File: src/rtl/btn_led_ctrl.sv
// Three-button LED counter controller: synchronised/debounced buttons drive a
// MANUAL / AUTO_UP / AUTO_DOWN / PAUSE state machine. Optional auto-repeat: BTN_LED_CTRL_REPEAT_EN.

module btn_led_ctrl_debounce #(
    parameter int unsigned DEBOUNCE_CYCLES = 50000
) (
    input  logic clk_i,
    input  logic rst_n_i,
    input  logic btn_n_i,
    output logic level_o
);

    localparam int unsigned CNT_W = $clog2(DEBOUNCE_CYCLES);
    localparam logic [CNT_W-1:0] CNT_LAST = CNT_W'(DEBOUNCE_CYCLES - 1);

    logic             sync1_r;
    logic             sync2_r;
    logic             deb_r;
    logic [CNT_W-1:0] cnt_r;

    // Two-flop synchroniser on the active-high button, then stability counter.
    always_ff @(posedge clk_i or negedge rst_n_i) begin
        if (!rst_n_i) begin
            sync1_r <= 1'b0;
            sync2_r <= 1'b0;
            deb_r   <= 1'b0;
            cnt_r   <= '0;
        end else begin
            sync1_r <= ~btn_n_i;
            sync2_r <= sync1_r;
            if (sync2_r != deb_r) begin
                if (cnt_r == CNT_LAST) begin
                    deb_r <= sync2_r;
                    cnt_r <= '0;
                end else begin
                    cnt_r <= cnt_r + 1'b1;
                end
            end else begin
                cnt_r <= '0;
            end
        end
    end

    assign level_o = deb_r;

endmodule

module btn_led_ctrl #(
    parameter int unsigned DEBOUNCE_CYCLES = 50000,
    parameter int unsigned TICK_CYCLES     = 12500000
`ifdef BTN_LED_CTRL_REPEAT_EN
    ,
    parameter int unsigned REPEAT_DELAY    = 4 * TICK_CYCLES,
    parameter int unsigned REPEAT_PERIOD   = TICK_CYCLES
`endif
) (
    input  logic       clk_i,
    input  logic       rst_n_i,
    input  logic       btn_up_n_i,
    input  logic       btn_down_n_i,
    input  logic       btn_mode_n_i,
    output logic [3:0] led_n_o,
    output logic [1:0] mode_o
);

    typedef enum logic [1:0] {
        MANUAL    = 2'b00,
        AUTO_UP   = 2'b01,
        AUTO_DOWN = 2'b10,
        PAUSE     = 2'b11
    } state_t;

    localparam int unsigned PRE_W = $clog2(TICK_CYCLES);
    localparam logic [PRE_W-1:0] PRE_LAST = PRE_W'(TICK_CYCLES - 1);

    logic [2:0]       lvl_s;
    logic [2:0]       lvl_prev_r;
    logic [2:0]       ev_s;
    logic             up_step_s;
    logic             dn_step_s;
    logic             rep_up_s;
    logic             rep_dn_s;
    state_t           state_r;
    state_t           state_s;
    logic [3:0]       count_r;
    logic [3:0]       count_s;
    logic [PRE_W-1:0] presc_r;
    logic             auto_s;
    logic             tick_s;

    btn_led_ctrl_debounce #(.DEBOUNCE_CYCLES(DEBOUNCE_CYCLES)) u_deb_up (
        .clk_i(clk_i), .rst_n_i(rst_n_i), .btn_n_i(btn_up_n_i), .level_o(lvl_s[0])
    );
    btn_led_ctrl_debounce #(.DEBOUNCE_CYCLES(DEBOUNCE_CYCLES)) u_deb_down (
        .clk_i(clk_i), .rst_n_i(rst_n_i), .btn_n_i(btn_down_n_i), .level_o(lvl_s[1])
    );
    btn_led_ctrl_debounce #(.DEBOUNCE_CYCLES(DEBOUNCE_CYCLES)) u_deb_mode (
        .clk_i(clk_i), .rst_n_i(rst_n_i), .btn_n_i(btn_mode_n_i), .level_o(lvl_s[2])
    );

    // Previous debounced levels for rising-edge (press) detection.
    always_ff @(posedge clk_i or negedge rst_n_i) begin
        if (!rst_n_i) begin
            lvl_prev_r <= 3'b000;
        end else begin
            lvl_prev_r <= lvl_s;
        end
    end

    // Press pulses are high for the cycle right after the debounced level rises.
    assign ev_s = lvl_s & ~lvl_prev_r;

`ifdef BTN_LED_CTRL_REPEAT_EN
    localparam int unsigned REP_MAX = (REPEAT_DELAY > REPEAT_PERIOD) ? REPEAT_DELAY : REPEAT_PERIOD;
    localparam int unsigned REP_W = $clog2(REP_MAX);
    localparam logic [REP_W-1:0] REP_DELAY_LAST  = REP_W'(REPEAT_DELAY - 1);
    localparam logic [REP_W-1:0] REP_PERIOD_LAST = REP_W'(REPEAT_PERIOD - 1);

    logic [REP_W-1:0] rep_cnt_r;
    logic             rep_first_r;
    logic             rep_hold_s;
    logic             rep_fire_s;

    assign rep_hold_s = (state_r == MANUAL) && (lvl_s[0] ^ lvl_s[1]);
    assign rep_fire_s = rep_hold_s &&
                        (rep_cnt_r == (rep_first_r ? REP_DELAY_LAST : REP_PERIOD_LAST));
    assign rep_up_s   = rep_fire_s & lvl_s[0];
    assign rep_dn_s   = rep_fire_s & lvl_s[1];

    // Repeat timer: restarts on any press, leaving MANUAL, or a change in held buttons.
    always_ff @(posedge clk_i or negedge rst_n_i) begin
        if (!rst_n_i) begin
            rep_cnt_r   <= '0;
            rep_first_r <= 1'b1;
        end else if (!rep_hold_s || (ev_s != 3'b000)) begin
            rep_cnt_r   <= '0;
            rep_first_r <= 1'b1;
        end else if (rep_fire_s) begin
            rep_cnt_r   <= '0;
            rep_first_r <= 1'b0;
        end else begin
            rep_cnt_r   <= rep_cnt_r + 1'b1;
        end
    end
`else
    assign rep_up_s = 1'b0;
    assign rep_dn_s = 1'b0;
`endif

    assign up_step_s = ev_s[0] | rep_up_s;
    assign dn_step_s = ev_s[1] | rep_dn_s;
    assign auto_s    = (state_r == AUTO_UP) || (state_r == AUTO_DOWN);
    assign tick_s    = auto_s && (presc_r == PRE_LAST);

    // Mode state register.
    always_ff @(posedge clk_i or negedge rst_n_i) begin
        if (!rst_n_i) begin
            state_r <= MANUAL;
        end else begin
            state_r <= state_s;
        end
    end

    // Next-state: each mode press advances one step around the ring.
    always_comb begin
        state_s = state_r;
        if (ev_s[2]) begin
            case (state_r)
                MANUAL:    state_s = AUTO_UP;
                AUTO_UP:   state_s = AUTO_DOWN;
                AUTO_DOWN: state_s = PAUSE;
                PAUSE:     state_s = MANUAL;
                default:   state_s = MANUAL;
            endcase
        end else begin
            state_s = state_r;
        end
    end

    // Next count; a mode press swallows any coincident step or tick.
    always_comb begin
        count_s = count_r;
        if (ev_s[2]) begin
            count_s = count_r;
        end else begin
            case (state_r)
                MANUAL, PAUSE: begin
                    if (up_step_s && !dn_step_s) begin
                        count_s = count_r + 4'd1;
                    end else if (dn_step_s && !up_step_s) begin
                        count_s = count_r - 4'd1;
                    end else begin
                        count_s = count_r;
                    end
                end
                AUTO_UP: begin
                    if (tick_s) begin
                        count_s = count_r + 4'd1;
                    end else begin
                        count_s = count_r;
                    end
                end
                AUTO_DOWN: begin
                    if (tick_s) begin
                        count_s = count_r - 4'd1;
                    end else begin
                        count_s = count_r;
                    end
                end
                default: count_s = count_r;
            endcase
        end
    end

    // Counter register.
    always_ff @(posedge clk_i or negedge rst_n_i) begin
        if (!rst_n_i) begin
            count_r <= 4'd0;
        end else begin
            count_r <= count_s;
        end
    end

    // Prescaler: restarts on every state change so the first tick is a full period in.
    always_ff @(posedge clk_i or negedge rst_n_i) begin
        if (!rst_n_i) begin
            presc_r <= '0;
        end else if (state_s != state_r) begin
            presc_r <= '0;
        end else if (tick_s) begin
            presc_r <= '0;
        end else if (auto_s) begin
            presc_r <= presc_r + 1'b1;
        end else begin
            presc_r <= '0;
        end
    end

    assign led_n_o = ~count_r;
    assign mode_o  = state_r;

endmodule

File: config.mk
export PLATFORM = sky130hd
export DESIGN_NAME = btn_led_ctrl
export DESIGN_NICKNAME = d
export VERILOG_FILES = /design/src/rtl/btn_led_ctrl.sv
export SDC_FILE = /design/constraint.sdc
export NUM_CORES = 1
export LEC_CHECK = 0
export BUFFER_PORTS_ARGS = -buffer_cell sky130_fd_sc_hd__buf_2
export CELL_PAD_IN_SITES_DETAIL_PLACEMENT = 0
export CELL_PAD_IN_SITES_GLOBAL_PLACEMENT = 2
export CORE_ASPECT_RATIO = 0.5
export CORE_MARGIN = 2
export CORE_UTILIZATION = 42
export DETAILED_ROUTE_END_ITERATION = 10
export PLACE_DENSITY = 0.78
export SLEW_MARGIN = 20
export SYNTH_ARGS = -nofsm -noshare
export SYNTH_HDL_FRONTEND = slang
export SYNTH_HIERARCHICAL = 1
export SYNTH_SLANG_ARGS = --single-unit
File: constraint.sdc
create_clock -name clk_i -period 2.65 [get_ports clk_i]
set_input_delay 0.6625 -clock clk_i [delete_from_list [all_inputs] [get_ports clk_i]]
set_output_delay 0.6625 -clock clk_i [all_outputs]
set_load 0.02 [all_outputs]
# After elaboration in Yosys (flattened, before gate mapping)

Cells that the tools add are included.

Bits in registers: 90
Input bits: 5
Logic and storage cells: 71
Output and inout bits: 6

Bitwise logic cells: 7
Add/subtract/negate cells: 6
Equality and inequality tests: 14
Multiplexer cells: 16
Reductions and logical operators: 12

Operators by type and width:

| cell                                             | count |
|---|---|
| 2-to-1 mux 16 bit                                | 6 |
| 2-to-1 mux 24 bit                                | 3 |
| adder 16 x 1 -> 16 bit, second input constant    | 3 |
| == test 16 bit, second input constant            | 3 |
| adder 24 x 1 -> 24 bit, second input constant    | 1 |
| == test 24 bit, second input constant            | 1 |
| 2-to-1 mux 4 bit                                 | 4 |
| one-hot mux 4 bit (3 select lines)               | 1 |
| one-hot mux 2 bit (4 select lines)               | 1 |
| AND reduction 2 bit                              | 3 |
| adder 4 x 1 -> 4 bit, second input constant      | 1 |
| == test 2 bit, second input constant             | 2 |
| != test 2 bit, second input constant             | 2 |
| inverter 1 bit                                   | 4 |
| inverter 4 bit                                   | 1 |
| AND reduction 4 bit                              | 1 |
| subtractor 4 x 1 -> 4 bit, second input constant | 1 |
| AND 3 bit                                        | 1 |
| logical AND 1 bit                                | 3 |
| != test 1 bit                                    | 3 |
| != test 3 bit, second input constant             | 1 |
| inverter 3 bit                                   | 1 |
| == test 2 x 1 -> 1 bit, second input constant    | 1 |
| logical NOT 1 bit                                | 2 |
| other kinds (5)                                  | 5 |

# Logic depth before layout (Yosys ltp)

Depth in word-level cells: 7
Mapped depth: 8
Mapped depth without buffers: 7

# Cells and area by module

Netlist, hierarchy kept.

By module, submodules not included:

| module                | area each (um^2) | cells each | sequential area each (um^2) | instances |
|---|---|---|---|---|
| btn_led_ctrl_debounce | 940.9            | 84         | 475.5                       | 3 |
| btn_led_ctrl          | 1784.2           | 180        | 825.8                       | 1 |

# Worst setup path after synthesis

OpenSTA, ideal clock, no wires.

Path type: register to register
Start point: reg presc_r[0]
End point: reg count_r[2]
Stages on the path, launching flop included: 7
Data required time: 2522 ps
Slack: 250 ps
Arrival: 2272 ps
Clock period less this slack: 2400 ps
Library setup time: 128 ps
Cell sequence: dfrtp_1 > ha_1 > nand4_2 > or4_1 > or4_4 > a21oi_4 > mux2_1

Longest elaborated chain between the ends: 4
Elaborated cells between the ends (all ways): 5

Ends and longest elaborated chain:

| item                                     | RTL line | text |
|---|---|---|
| start: declaration                       | 87       | `logic [PRE_W-1:0] presc_r;` |
| start signal: assignment                 | 233      | `presc_r <= presc_r + 1'b1;` |
| == test 24 bit (*)                       | 153      | `assign tick_s = auto_s && (presc_r == PRE_LAST);` |
| logical AND 1 bit (*)                    | 153      |  |
| != test 2 bit (no source line)           | --       |  |
| AND reduction 4 bit (no source line) (*) | --       |  |
| end signal: assignment                   | 220      | `count_r <= count_s;` |
| end: declaration                         | 85       | `logic [3:0] count_r;` |

Every way passes the cells marked *; elsewhere a longest branch is shown, timed or not.
A chain may end at the register's enable or synchronous reset.

# Final worst setup path

Ends and elaborated chain as after synthesis.

==> results by group <==
Setup path
  • WS Path Type: reg -> reg
  • CP max stage delay: 590 ps
  • Worst reg-to-reg setup slack: ~140 ps
  • CP required: 2850 ps
  • Slowest CP cell: or4_4
  • Worst Path Max Fanout: 4
  • Arrival time at the worst endpoint: approximately 2700 ps
  • Endpoint type of the worst setup path: flop
  • Crit path max-delay family: simple AND/OR/NAND/NOR gates
  • Ordered list of cells on the worst path: ha_1, nand4_2, or4_1, or4_4, a21oi_4, mux2_1
  • Critical Path Start Type: flop
  • Worst path buffer plus inverter count: 0

Detailed routing
  • Initial DRC Count: 165
  • Vias per inst: ~5.2
  • Antenna viol nets, final: 0
  • Via count: 3117
  • Drt drc: 0
  • Routed WL: about 8.6 mm
  • Wire per inst: about 14 µm
  • DR pass1 iterations: 5

Die
  • Die Ht: ~80 µm
  • Full die area: around 12000 µm²
  • Initial Util: roughly 44%
  • CORE AREA: between 10000 and 15000 µm²
  • Die W: about 150 µm
  • Io pins: 11
  • Site Rows: 26

STA
  • Setup ws final: between 100 and 150 ps
  • F_max: around 400 MHz
  • Count of final hold-check violations: 0
  • Worst-margin pin slew: 591 ps
  • Part of the cycle the worst path needs: ~95%
  • Worst hold slack: about 340 ps
  • RSZ-0062 raised after global routing: false
  • Slew Limit Fails: 0
  • Final min period: 2510 ps
  • Relative slew margins: 60.6%
  • Final setup TNS: 0 ps
  • Clock skew: about 6.2 ps
  • Endpoints failing setup: 0

Global routing
  • Initial antenna violation count: 0
  • First-pass GRT wire length: approximately 15 mm
  • Number of global-route vias before repair: between 3000 and 4000
  • Largest net degree at the start of global routing: 47
  • Tot GR Track Use: 15.7%
  • Grt ovf: 0

Power and ir drop
  • Logic pwr share: under 10%
  • Share of power burned in registers: approximately 50%
  • Cell Pwr Density: approximately 550 nW/µm²
  • P_sw: 0.568 mW
  • Internal cell power: 2.26 mW
  • Leak: 2.09 nW
  • Power Total: ~2.8 mW
  • Switching Fraction: 20.1%
  • Clk pwr share: around 48%
  • IR drop worst, VDD: around 330 µV

Finish
  • Diode count: 0
  • Final instance area: 5150 µm²
  • Final std cells w/o fill: roughly 600
  • Nets: approximately 470
  • Final core utilization: a little under 50%
  • Area growth, synth to finish: 11.8%
  • Share of cells above drive strength 1: approximately 16%

Synthesis
  • Syn avg cell area: around 11 µm²
  • Post-synthesis cell count: between 400 and 500
  • Synth top cells by count: dfrtp_1 (90), nor2_1 (74), xnor2_1 (46), xor2_1 (25), nand3_1 (24)
  • Distinct cells, synth: 44
  • Post-synthesis async set-or-reset flop share: 100%
  • Main synth FF type: dfrtp_1
  • Post-synthesis sequential area ratio: between 40% and 50%
  • Syn Nets: between 400 and 500
  • Register bit total from synthesis: 90
  • Mapped Area: roughly 4600 µm²
  • Cell taking the most area after synthesis: dfrtp_1
  • Most frequent cell after synthesis: dfrtp_1
  • Post-synth EDFFs: 0
  • Synth top area share: 48.9%
  • Yosys Warn Count: 6
  • Area contributors post-synth: dfrtp_1 (49%), xnor2_1 (8.7%), nor2_1 (6.0%)

CTS
  • CTS tree: done
  • Clk_lat worst skew: about 330 ps
  • H-tree depth: 3
  • CTS root buf: clkbuf_16
  • Clock Tree Buf Depth: 2
  • Hold_buf cts: 0
  • Post-CTS sizing: 0
  • Clock Sinks: 90
  • Post-CTS setup buffers: 0
  • Num CTS Buffers: 9
  • CTS clk-pin slew, worst paths: 70 ps

Placed design
  • Detailed Place HPWL: 6.04 mm
  • PortBufs: 10
  • Pre-CTS setup slack: between 150 and 200 ps
  • Cell Area, Placed: slightly below 5000 µm²
  • Dpl cells: 580
  • Gpl congestion: around 0.78

Min path
  • Worst min path class: in -> async

Job
  • Max Cap Viol: 0

Run status
  • Status: complete, no violations
-- per-layer routing --
layer,vias up,share of wire [%],global-route usage (%)
li1,1511,-,-
met2,29,48,26.2
met3,10,2.4,4.20
met1,1567,49,20.8
met5,-,0,0
met4,0,0.82,3.08
-- logic make-up after synthesis --
family	share of synthesized area [%]
AO/OA/AOI/OAI	2.12
buffers and inverters	2.82
XOR/XNOR	13.5
adder cells (fa/ha/maj)	2.72
AND/OR/NAND/NOR	27.6
flip-flops	48.9
multiplexers	2.36
-- flip-flops by register name (all words and copies together), names as in the netlist, 2 cells and up --
register and cells:
count_r 4, presc_r 24, u_deb_up/cnt_r 16, u_deb_down/cnt_r 16, u_deb_mode/cnt_r 16, mode_o 2, lvl_prev_r 3
-- path summary, 6_finish.rpt --
kind / start / end / cells after the start
worst max-delay path: presc_r[0] / count_r[2] / 6
worst min-delay path: rst_n_i / u_deb_mode/cnt_r[10] / 1
worst max register to register: presc_r[0] / count_r[2] / 6
worst min register to register: u_deb_mode/sync1_r / u_deb_mode/sync2_r / 0
max in group asynchronous: rst_n_i / presc_r[7] / 2
min in group clk_i: u_deb_mode/sync1_r / u_deb_mode/sync2_r / 0
-- power groups by stage --
stage	Clock (mW)	Combinational (mW)	Sequential, mW
2_1_floorplan	0	0.0321	1.43
3_3_place_gp	0	0.0671	1.43
3_5_place_dp	0	0.0714	1.43
4_1_cts	1.40	0.0709	1.40
5_1_grt	1.47	0.0786	1.41
6_report	1.35	0.0669	1.41
-- layout by cell type (no fill, tap or decap), drive strengths merged, types with 11 or more instances in the layout --
| master | n |
|---|---|
| nor3 | 13 |
| inv | 21 |
| nor2 | 83 |
| clkbuf | 11 |
| nor4 | 13 |
| nand4 | 21 |
| buf | 15 |
| xnor2 | 46 |
| dfrtp | 90 |
| nand2 | 19 |
| nand3 | 28 |
| xor2 | 25 |
-- final cells by class --
| cell class | count | area [µm²] |
|---|---|---|
| well taps | 140 | 175 |
| flip-flops and latches | 90 | 2250 |
| repair buffers | 15 | 103 |
| multi-input cells | 314 | 2220 |
| fillers | 930 | 5290 |
| inverters | 21 | 78.8 |
| clock buffers | 11 | 243 |
| clock inverters | 4 | 76.3 |
(Power assumes the default switching activity.)
